## src/rtl/imem_loader_if.sv

```systemverilog
// Byte-stream handshake into the boot loader: the source drives valid/byte,
// and the loader answers with ready.
interface imem_loader_if;
    logic       byte_valid_i;
    logic [7:0] byte_i;
    logic       byte_ready_o;

    modport master (
        output byte_valid_i,
        output byte_i,
        input  byte_ready_o
    );

    modport slave (
        input  byte_valid_i,
        input  byte_i,
        output byte_ready_o
    );
endinterface

```

## src/rtl/imem_loader.sv

```systemverilog
// Boot-time instruction memory writer: packs a byte stream little-endian into words,
// writes them from BASE_ADDR upward, and holds the CPU in reset until the image is in.
// Optional trailing checksum byte: define IMEM_LOADER_CHECKSUM_EN.
module imem_loader #(
    parameter int unsigned          ADDR_W    = 32,
    parameter logic [ADDR_W-1:0]    BASE_ADDR = 32'hBFC00000,
    parameter int unsigned          DEPTH     = 4096
) (
    input  logic               clk_i,
    input  logic               rst_i,
    input  logic               start_i,
    input  logic [ADDR_W-1:0]  len_i,
    imem_loader_if.slave       stream,
    output logic               we_o,
    output logic [ADDR_W-1:0]  waddr_o,
    output logic [31:0]        wdata_o,
    output logic               cpu_rst_o,
    output logic               busy_o,
    output logic               done_o,
    output logic               err_o
);

    localparam logic [ADDR_W-1:0] DEPTH_L = ADDR_W'(DEPTH);

    typedef enum logic [2:0] {
        S_IDLE  = 3'd0,
        S_RECV  = 3'd1,
        S_WRITE = 3'd2,
        S_DONE  = 3'd3,
`ifdef IMEM_LOADER_CHECKSUM_EN
        S_CSUM  = 3'd5,
`endif
        S_ERR   = 3'd4
    } state_t;

    state_t             state_reg;
    state_t             state_next;
    state_t             launch_state;
    logic [ADDR_W-1:0]  len_reg;
    logic [ADDR_W-1:0]  cnt_reg;
    logic [31:0]        buf_reg;
    logic [31:0]        buf_next;
    logic [ADDR_W-1:0]  waddr_reg;
    logic [31:0]        wdata_reg;
    logic               byte_ready;
    logic               xfer;
    logic [1:0]         lane;
    logic               last_byte;
    logic               word_full;
    logic               can_start;
`ifdef IMEM_LOADER_CHECKSUM_EN
    logic [7:0]         sum_reg;
`endif

    assign xfer      = byte_ready && stream.byte_valid_i;
    assign lane      = cnt_reg[1:0];
    assign last_byte = (cnt_reg + ADDR_W'(1)) == len_reg;
    assign word_full = (lane == 2'd3) || last_byte;
    assign can_start = start_i &&
                       (state_reg == S_IDLE || state_reg == S_DONE || state_reg == S_ERR);

    // Incoming byte lands in its lane; untouched lanes keep the buffer (zero for new words).
    generate
        for (genvar gi = 0; gi < 4; gi++) begin : g_lane
            assign buf_next[8*gi +: 8] = (xfer && lane == 2'(gi)) ? stream.byte_i
                                                                    : buf_reg[8*gi +: 8];
        end
    endgenerate

    always_comb begin
        launch_state = S_RECV;
        if (len_i == '0) begin
`ifdef IMEM_LOADER_CHECKSUM_EN
            launch_state = S_CSUM;
`else
            launch_state = S_DONE;
`endif
        end else if (len_i > DEPTH_L) begin
            launch_state = S_ERR;
        end
    end

    always_ff @(posedge clk_i) begin
        if (rst_i) begin
            state_reg <= S_IDLE;
        end else begin
            state_reg <= state_next;
        end
    end

    always_comb begin
        state_next = state_reg;
        case (state_reg)
            S_IDLE, S_DONE, S_ERR: begin
                if (start_i) begin
                    state_next = launch_state;
                end
            end
            S_RECV: begin
                if (xfer && word_full) begin
                    state_next = S_WRITE;
                end
            end
            S_WRITE: begin
                if (cnt_reg < len_reg) begin
                    state_next = S_RECV;
                end else begin
`ifdef IMEM_LOADER_CHECKSUM_EN
                    state_next = S_CSUM;
`else
                    state_next = S_DONE;
`endif
                end
            end
`ifdef IMEM_LOADER_CHECKSUM_EN
            S_CSUM: begin
                if (xfer) begin
                    state_next = ((sum_reg + stream.byte_i) == 8'h00) ? S_DONE : S_ERR;
                end
            end
`endif
            default: state_next = S_IDLE;
        endcase
    end

    always_comb begin
        byte_ready = 1'b0;
        we_o       = 1'b0;
        cpu_rst_o  = 1'b1;
        busy_o     = 1'b0;
        done_o     = 1'b0;
        err_o      = 1'b0;
        case (state_reg)
            S_RECV: begin
                byte_ready = 1'b1;
                busy_o     = 1'b1;
            end
            S_WRITE: begin
                we_o   = 1'b1;
                busy_o = 1'b1;
            end
`ifdef IMEM_LOADER_CHECKSUM_EN
            S_CSUM: begin
                byte_ready = 1'b1;
                busy_o     = 1'b1;
            end
`endif
            S_DONE: begin
                done_o    = 1'b1;
                cpu_rst_o = 1'b0;
            end
            S_ERR:   err_o = 1'b1;
            default: ;
        endcase
    end

    // Write address/data are captured only when a word completes, so they hold
    // steady outside the write cycle.
    always_ff @(posedge clk_i) begin
        if (rst_i) begin
            len_reg   <= '0;
            cnt_reg   <= '0;
            buf_reg   <= '0;
            waddr_reg <= '0;
            wdata_reg <= '0;
`ifdef IMEM_LOADER_CHECKSUM_EN
            sum_reg   <= '0;
`endif
        end else begin
            if (can_start) begin
                len_reg <= len_i;
                cnt_reg <= '0;
                buf_reg <= '0;
`ifdef IMEM_LOADER_CHECKSUM_EN
                sum_reg <= '0;
`endif
            end
            if (state_reg == S_RECV && xfer) begin
                cnt_reg <= cnt_reg + ADDR_W'(1);
                buf_reg <= buf_next;
`ifdef IMEM_LOADER_CHECKSUM_EN
                sum_reg <= sum_reg + stream.byte_i;
`endif
                if (word_full) begin
                    wdata_reg <= buf_next;
                    waddr_reg <= BASE_ADDR + {cnt_reg[ADDR_W-1:2], 2'b00};
                end
            end
            if (state_reg == S_WRITE) begin
                buf_reg <= '0;
            end
        end
    end

    assign stream.byte_ready_o = byte_ready;
    assign waddr_o             = waddr_reg;
    assign wdata_o             = wdata_reg;

endmodule

```

## src/flat_wrapper.sv

```systemverilog
// flat-port wrapper written by rule: the top's interface ports become plain ports
module imem_loader_flat 
#(
    parameter int unsigned          ADDR_W    = 32,
    parameter logic [ADDR_W-1:0]    BASE_ADDR = 32'hBFC00000,
    parameter int unsigned          DEPTH     = 4096
)
  (clk_i, rst_i, start_i, len_i, we_o, waddr_o, wdata_o, cpu_rst_o, busy_o, done_o, err_o, stream_byte_valid_i, stream_byte_i, stream_byte_ready_o);
  imem_loader_if stream_i ();
  input  logic clk_i;
  input  logic rst_i;
  input  logic start_i;
  input  logic [ADDR_W-1:0] len_i;
  output logic we_o;
  output logic [ADDR_W-1:0] waddr_o;
  output logic [31:0] wdata_o;
  output logic cpu_rst_o;
  output logic busy_o;
  output logic done_o;
  output logic err_o;
  input wire logic [$bits(stream_i.byte_valid_i)-1:0] stream_byte_valid_i;
  input wire logic [$bits(stream_i.byte_i)-1:0] stream_byte_i;
  output wire logic [$bits(stream_i.byte_ready_o)-1:0] stream_byte_ready_o;
  assign stream_i.byte_valid_i = stream_byte_valid_i;
  assign stream_i.byte_i = stream_byte_i;
  assign stream_byte_ready_o = stream_i.byte_ready_o;
  imem_loader #(.ADDR_W(ADDR_W), .BASE_ADDR(BASE_ADDR), .DEPTH(DEPTH)) u_core (.clk_i(clk_i), .rst_i(rst_i), .start_i(start_i), .len_i(len_i), .stream(stream_i), .we_o(we_o), .waddr_o(waddr_o), .wdata_o(wdata_o), .cpu_rst_o(cpu_rst_o), .busy_o(busy_o), .done_o(done_o), .err_o(err_o));
endmodule
```

## config.mk

```make
export PLATFORM = sky130hd
export DESIGN_NAME = imem_loader_flat
export DESIGN_NICKNAME = d
export VERILOG_FILES = /design/src/rtl/imem_loader_if.sv /design/src/rtl/imem_loader.sv /design/src/flat_wrapper.sv
export SDC_FILE = /design/constraint.sdc
export NUM_CORES = 1
export LEC_CHECK = 0
export CORE_UTILIZATION = 50
export CTS_CLUSTER_SIZE = 8
export DETAILED_ROUTE_END_ITERATION = 10
export PLACE_DENSITY = 0.76
export SLEW_MARGIN = 10
export SYNTH_ARGS = -nofsm -noshare
export SYNTH_HDL_FRONTEND = slang
export SYNTH_SLANG_ARGS = --single-unit
```

## constraint.sdc

```tcl
create_clock -name clk_i -period 3.28 [get_ports clk_i]
set_input_delay 0.656 -clock clk_i [delete_from_list [all_inputs] [get_ports clk_i]]
set_output_delay 0.656 -clock clk_i [all_outputs]
set_load 0.01 [all_outputs]
```

## Word level (Yosys, flattened, before mapping)

Index checks and enable logic that the tools add are counted.
W data, S select, Z words.

| storage, ports and cells | value |
|---|---|
| output and inout bits | 70 |
| logic and storage cells | 59 |
| flip-flop bits (word level) | 163 |
| bits of input ports | 44 |

| cells by class | value |
|---|---|
| eq/ne operators | 10 |
| muxes and demuxes | 19 |
| $add $sub $neg | 2 |
| order comparisons | 2 |
| reduce and logical (&&, ||, !) cells | 20 |

Operators with widths:

| kind | count |
|---|---|
| $mux W32 | 3 |
| $add A32 B1 Y32 const B | 1 |
| $add A32 B32 Y32 const A | 1 |
| $eq A32 B32 Y1 | 1 |
| $gt A32 B13 Y1 const B | 1 |
| $logic_not A32 Y1 | 1 |
| $lt A32 B32 Y1 | 1 |
| $mux W8 | 4 |
| $mux W3 | 4 |
| $pmux W3 S3 | 1 |
| $logic_and A1 B1 Y1 | 8 |
| $eq A3 B2 Y1 const B | 2 |
| $mux W1 | 6 |
| $eq A2 B2 Y1 const B | 2 |
| $reduce_and A2 Y1 | 2 |
| $reduce_or A2 Y1 | 2 |
| $eq A3 B1 Y1 const B | 1 |
| $eq A3 B3 Y1 const B | 1 |
| $logic_not A3 Y1 | 1 |
| $logic_or A1 B1 Y1 | 3 |
| $reduce_or A3 Y1 | 1 |
| $eq A2 B1 Y1 const B | 1 |
| $logic_not A2 Y1 | 1 |
| $mux W2 | 1 |
| other kinds (3) | 3 |

## Logic depth before layout (Yosys ltp)

| logic depth | value |
|---|---|
| depth after elaboration | 6 |
| mapped depth | 13 |
| mapped depth without buffers | 11 |

## Worst setup path after synthesis

Ideal clock, no wire load.

| timing path | value |
|---|---|
| path kind | reg2reg |
| start point | register u_core.cnt_reg[1] |
| end point | register u_core.waddr_reg[26] (netlist: u_core.waddr_o[26]) |
| arrival time | 2971 ps |
| setup slack | 187 ps |
| data required time | 3158 ps |
| clock period less this slack | 3093 ps |
| library setup time | 122 ps |
| stages on the path, launching flop included | 13 |
| buffers on the path | 3 |
| cells stage by stage | dfxtp_1 nand3_2 or4_1 buf_2 or4_1 a21oi_1 o2111ai_1 nor4_2 and4_4 buf_6 buf_2 o21ai_0 o311a_1 |

| on the way | value |
|---|---|
| cells in the longest elaborated chain, start to end | 4 |
| elaborated cells on any way between the ends | 5 |
| those cells by class | 1 x add/sub; 2 x eq/ne; 2 x reduce/logical |

RTL lines:

| element | RTL line | text |
|---|---|---|
| start, declared | imem_loader.sv:40 | `logic [ADDR_W-1:0] cnt_reg;` |
| start signal, assigned | imem_loader.sv:179 | `cnt_reg <= cnt_reg + ADDR_W'(1);` |
| $add A32 B1 Y32 | imem_loader.sv:57 | `assign last_byte = (cnt_reg + ADDR_W'(1)) == len_reg;` |
| $eq A32 B32 Y1 | imem_loader.sv:57 |  |
| $logic_or A1 B1 Y1 (*) | imem_loader.sv:58 | `assign word_full = (lane == 2'd3) \|\| last_byte;` |
| $reduce_and A2 Y1 (no source line) (*) | - |  |
| end signal, assigned | imem_loader.sv:186 | `waddr_reg <= BASE_ADDR + {cnt_reg[ADDR_W-1:2], 2'b00};` |
| end, declared | imem_loader.sv:43 | `logic [ADDR_W-1:0] waddr_reg;` |

Mark *: on every way between the ends. The rest lies on a longest branch, timed or not.
A chain may end at the register's enable or synchronous reset.

## Worst setup path after layout

| timing path | value |
|---|---|
| start point | register u_core.cnt_reg[14] |
| end point | register u_core.wdata_reg[29] (netlist: u_core.wdata_o[29]) |

| on the way | value |
|---|---|
| cells in the longest elaborated chain, start to end | 4 |

RTL lines:

| element | RTL line | text |
|---|---|---|
| $add A32 B1 Y32 | imem_loader.sv:57 |  |
| $eq A32 B32 Y1 | imem_loader.sv:57 |  |
| $logic_or A1 B1 Y1 | imem_loader.sv:58 |  |
| $reduce_and A2 Y1 (no source line) | - |  |
| end signal, assigned | imem_loader.sv:185 | `wdata_reg <= buf_next;` |
| end, declared | imem_loader.sv:44 | `logic [31:0] wdata_reg;` |

No other way between the ends.

==> key figures <==
GRT
  • GRT Util Overall: between 20% and 30%
  • GRT Residual Overflow: 0
  • Vias in the first global route: a little over 8000
  • Largest net degree at the start of global routing: 75
  • Antenna violations before repair: 0
  • Global-route wire length before repair: just over 40000 um

Detailed routing
  • DRC violations left: 0
  • DR vias: 8696
  • Drt initial violations: approximately 1000
  • Vias/cell: 5.95
  • Post-DRT Antenna Nets: 0
  • Drt total wl: around 26000 um
  • Drt pass-1 iters: 7
  • Wire per inst: between 15 and 20 um

Setup path
  • Largest fanout on the critical path: 11
  • Largest stage delay, worst path: between 0.5 and 0.6 ns
  • CP Class: register to register
  • Crit path launch type: register
  • WP data arrival: 3.54 ns
  • Crit path max-delay cell type: nor4_1
  • Setup crit start: u_core.cnt_reg[14]$_SDFFE_PP0P_
  • Register-to-register setup slack: 0.09 ns
  • Critical Path, Cell by Cell: nand4_1 -> nor4_1 -> and3_1 -> xnor2_1 -> o2111ai_1 -> nor4_2 -> and4_4 -> buf_4 -> nand2_1 -> a311oi_1
  • Worst reg-to-reg path cell count: 10
  • Worst Setup End Kind: register
  • Worst Path Required: approximately 3.6 ns
  • R2r startpoint: u_core.cnt_reg[14]$_SDFFE_PP0P_
  • Reg2reg end: u_core.wdata_o[29]$_SDFFE_PP0P_

Finish
  • Nets@finish: between 1000 and 1500
  • Final instance area: between 10000 and 15000 um2
  • Diode count: 0
  • Layout area overhead: 26.7%
  • Layout cells sized above 1: roughly an eighth

Timing
  • Clock Skew: slightly above 0.01 ns
  • Final setup fails: 0
  • Total negative setup slack: 0 ns
  • Count of final max-slew check failures: 0
  • Final period util: 97.2%
  • Max Clock Freq: 0.314 GHz
  • Minimum clock period: 3.19 ns
  • Final-report hold violation count: 0
  • Slew HR: 46.6%
  • Actual slew at the worst max-slew pin: around 0.80 ns

Synthesis
  • Synth area leader: dfxtp_1
  • Top post-synthesis cells by area: dfxtp_1 (37%), nand2_1 (6.5%), a21oi_1 (6.4%)
  • Main synth FF type: dfxtp_1
  • Synth Instances: approximately 1100
  • #FFs+latches synth: 161
  • Most numerous cell in the Yosys netlist: dfxtp_1
  • EDFF count, synth: 0
  • Syn Area/Cell: about 8 um2
  • Post-synth ARST share: 0%
  • Synth Warn #: 0
  • Yosys cell types: 59
  • Post-Synthesis Cell Area: just under 9000 um2
  • Register area share after synthesis: a little under two fifths
  • Yosys top cell area share: ~37%
  • Most frequent cells after synthesis: dfxtp_1 (161), nand2_1 (151), a21oi_1 (111), nor2_1 (78), clkbuf_1 (76)

Min path
  • Hold path start: u_core.buf_reg[3]$_SDFFE_PP0P_
  • Hold Crit Class: register to register
  • Hold Path Depth: 2
  • WHS Endpoint: u_core.buf_reg[3]$_SDFFE_PP0P_

Floorplan
  • Die height: roughly 130 um
  • Starting Density: slightly above 50%
  • Die W: 134 um
  • Number of core rows: 47
  • Ports: ~110
  • Die ar.: approximately 18000 um2
  • Core Area: between 15000 and 20000 um2

Run
  • Max-Cap Viols: 0

Place
  • Placed inst area: 10300 um2
  • HPWL after detailed placement: between 15000 and 20000 um
  • I/O Buffers: 111
  • Final GP Congestion: ~0.93

Clocking
  • Longest Clk Path Bufs: 2
  • Worst-path clk slew: roughly 0.07 ns
  • Worst-Skew Late Latency: 0.45 ns
  • CTS tree: yes
  • Clock tree root buffer cell: clkbuf_16
  • H-tree levels: 4
  • Clock tree sinks: around 160
  • CTS Hold Bufs: 0
  • Num CTS Buffers: 17

Pwr
  • Peak supply drop: about 0.40 mV
  • Pleak: 4.20 nW
  • Power Density: approximately 390 nW/um2

Outcome
  • Outcome: finished clean
-- stage by stage --
step / power, mW / instances / util, % / hold WS, ns / setup WS (ns)
floorplan: 2.19 / 1108 / - / 0.437 / 0.187
global placement: 2.34 / 1426 / 61.5 / 0.441 / -0.114
detailed placement: 2.34 / 1426 / 61.5 / 0.447 / -0.193
CTS: 4.26 / 1458 / 64.9 / 0.456 / 0.0428
global route: 4.38 / 1461 / 65.5 / 0.475 / -0.0503
finish: 4.25 / 1461 / 65.5 / 0.454 / 0.0915
-- how the worst max path moves through the flow --
stage,cells past startpoint,end,slack [ns]
final,10,u_core.wdata_o[29]$_SDFFE_PP0P_,0.09
after global routing,10,u_core.wdata_o[29]$_SDFFE_PP0P_,-0.05
after CTS,12,u_core.wdata_o[29]$_SDFFE_PP0P_,0.04
after detailed placement,11,u_core.wdata_o[27]$_SDFFE_PP0P_,-0.19
after global placement,11,u_core.wdata_o[25]$_SDFFE_PP0P_,-0.11
after floorplan,12,u_core.waddr_o[26]$_SDFFE_PP0P_,0.19
-- routing by layer --
metal	wire [um]	up-vias	track usage [%]
li1	-	4203	-
met3	2030	63	6.54
met4	645	0	11.6
met1	11200	4062	38.4
met5	0	-	0
met2	11900	368	46.3
-- cells in the final DEF (no fill, tap or decap), types with 4 or more instances in the layout --
| cell | synthesis | layout |
|---|---|---|
| or4_1 | 4 | 4 |
| a31oi_1 | 9 | 9 |
| a21oi_1 | 111 | 111 |
| dfxtp_2 | 0 | 6 |
| ha_1 | 39 | 39 |
| clkdlybuf4s50_1 | 0 | 110 |
| a311oi_1 | 13 | 13 |
| a22oi_1 | 21 | 21 |
| nand3_1 | 35 | 35 |
| dfxtp_1 | 161 | 154 |
| xor2_1 | 15 | 15 |
| nor4_1 | 25 | 22 |
| and3_1 | 11 | 10 |
| o21a_1 | 5 | 5 |
| nand2_1 | 151 | 150 |
| nand4_1 | 20 | 20 |
| o21ai_0 | 75 | 75 |
| nor2_1 | 78 | 78 |
| o211ai_1 | 16 | 16 |
| xnor2_1 | 36 | 35 |
| o311a_1 | 33 | 33 |
| a21o_1 | 8 | 8 |
| or3_1 | 9 | 8 |
| inv_6 | 0 | 5 |
| nor4_2 | 2 | 4 |
| inv_1 | 43 | 43 |
| mux2i_1 | 14 | 14 |
| nor3_1 | 27 | 25 |
| buf_4 | 5 | 88 |
| clkbuf_16 | 0 | 17 |
-- power breakdown --
group / leakage (nW) / total, mW / internal, mW / switching [mW]
combinational: 2.61 / 0.301 / 0.131 / 0.169
clock: 0.281 / 1.95 / 1.04 / 0.910
sequential: 1.31 / 2.00 / 1.98 / 0.0271
total: 4.20 / 4.25 / 3.14 / 1.11
-- worst max-delay path, delay by kind of cell (launching register included) --
family,cells,cell delay [ns]
xor+xnor,1,0.14
flops,1,0.43
buf+inv,1,0.20
compound gates,2,0.47
simple gates,6,1.84
-- kinds of logic after synthesis --
family | after synthesis | synth area share [%]
and+or+nand+nor | 387 | 21.0
other | 1 | 0.0433
adders and majority gates | 39 | 5.63
DFF | 161 | 37.2
xor gates and xnor gates | 51 | 5.15
muxes | 14 | 1.62
buffers and inverters | 144 | 6.83
AOI/OAI and AO/OA | 310 | 22.5
-- timing repair --
action                     CTS  global route
gates resized for setup      2            19
pin swaps                    1             4
setup endpoints to repair   26            64
setup buffers                0             3
gates cloned                 0             0
-- cell type report --
type	count	area (um2)
Sequential cell	161	3230
Clock buffer	19	453
Clock inverter	13	116
Inverter	44	165
Timing Repair Buffer	201	1810
Multi-Input combinational cell	803	4930
Tap cell	220	275
Fill cell	1439	5780
No activity file was read; power rests on OpenSTA's default activity.
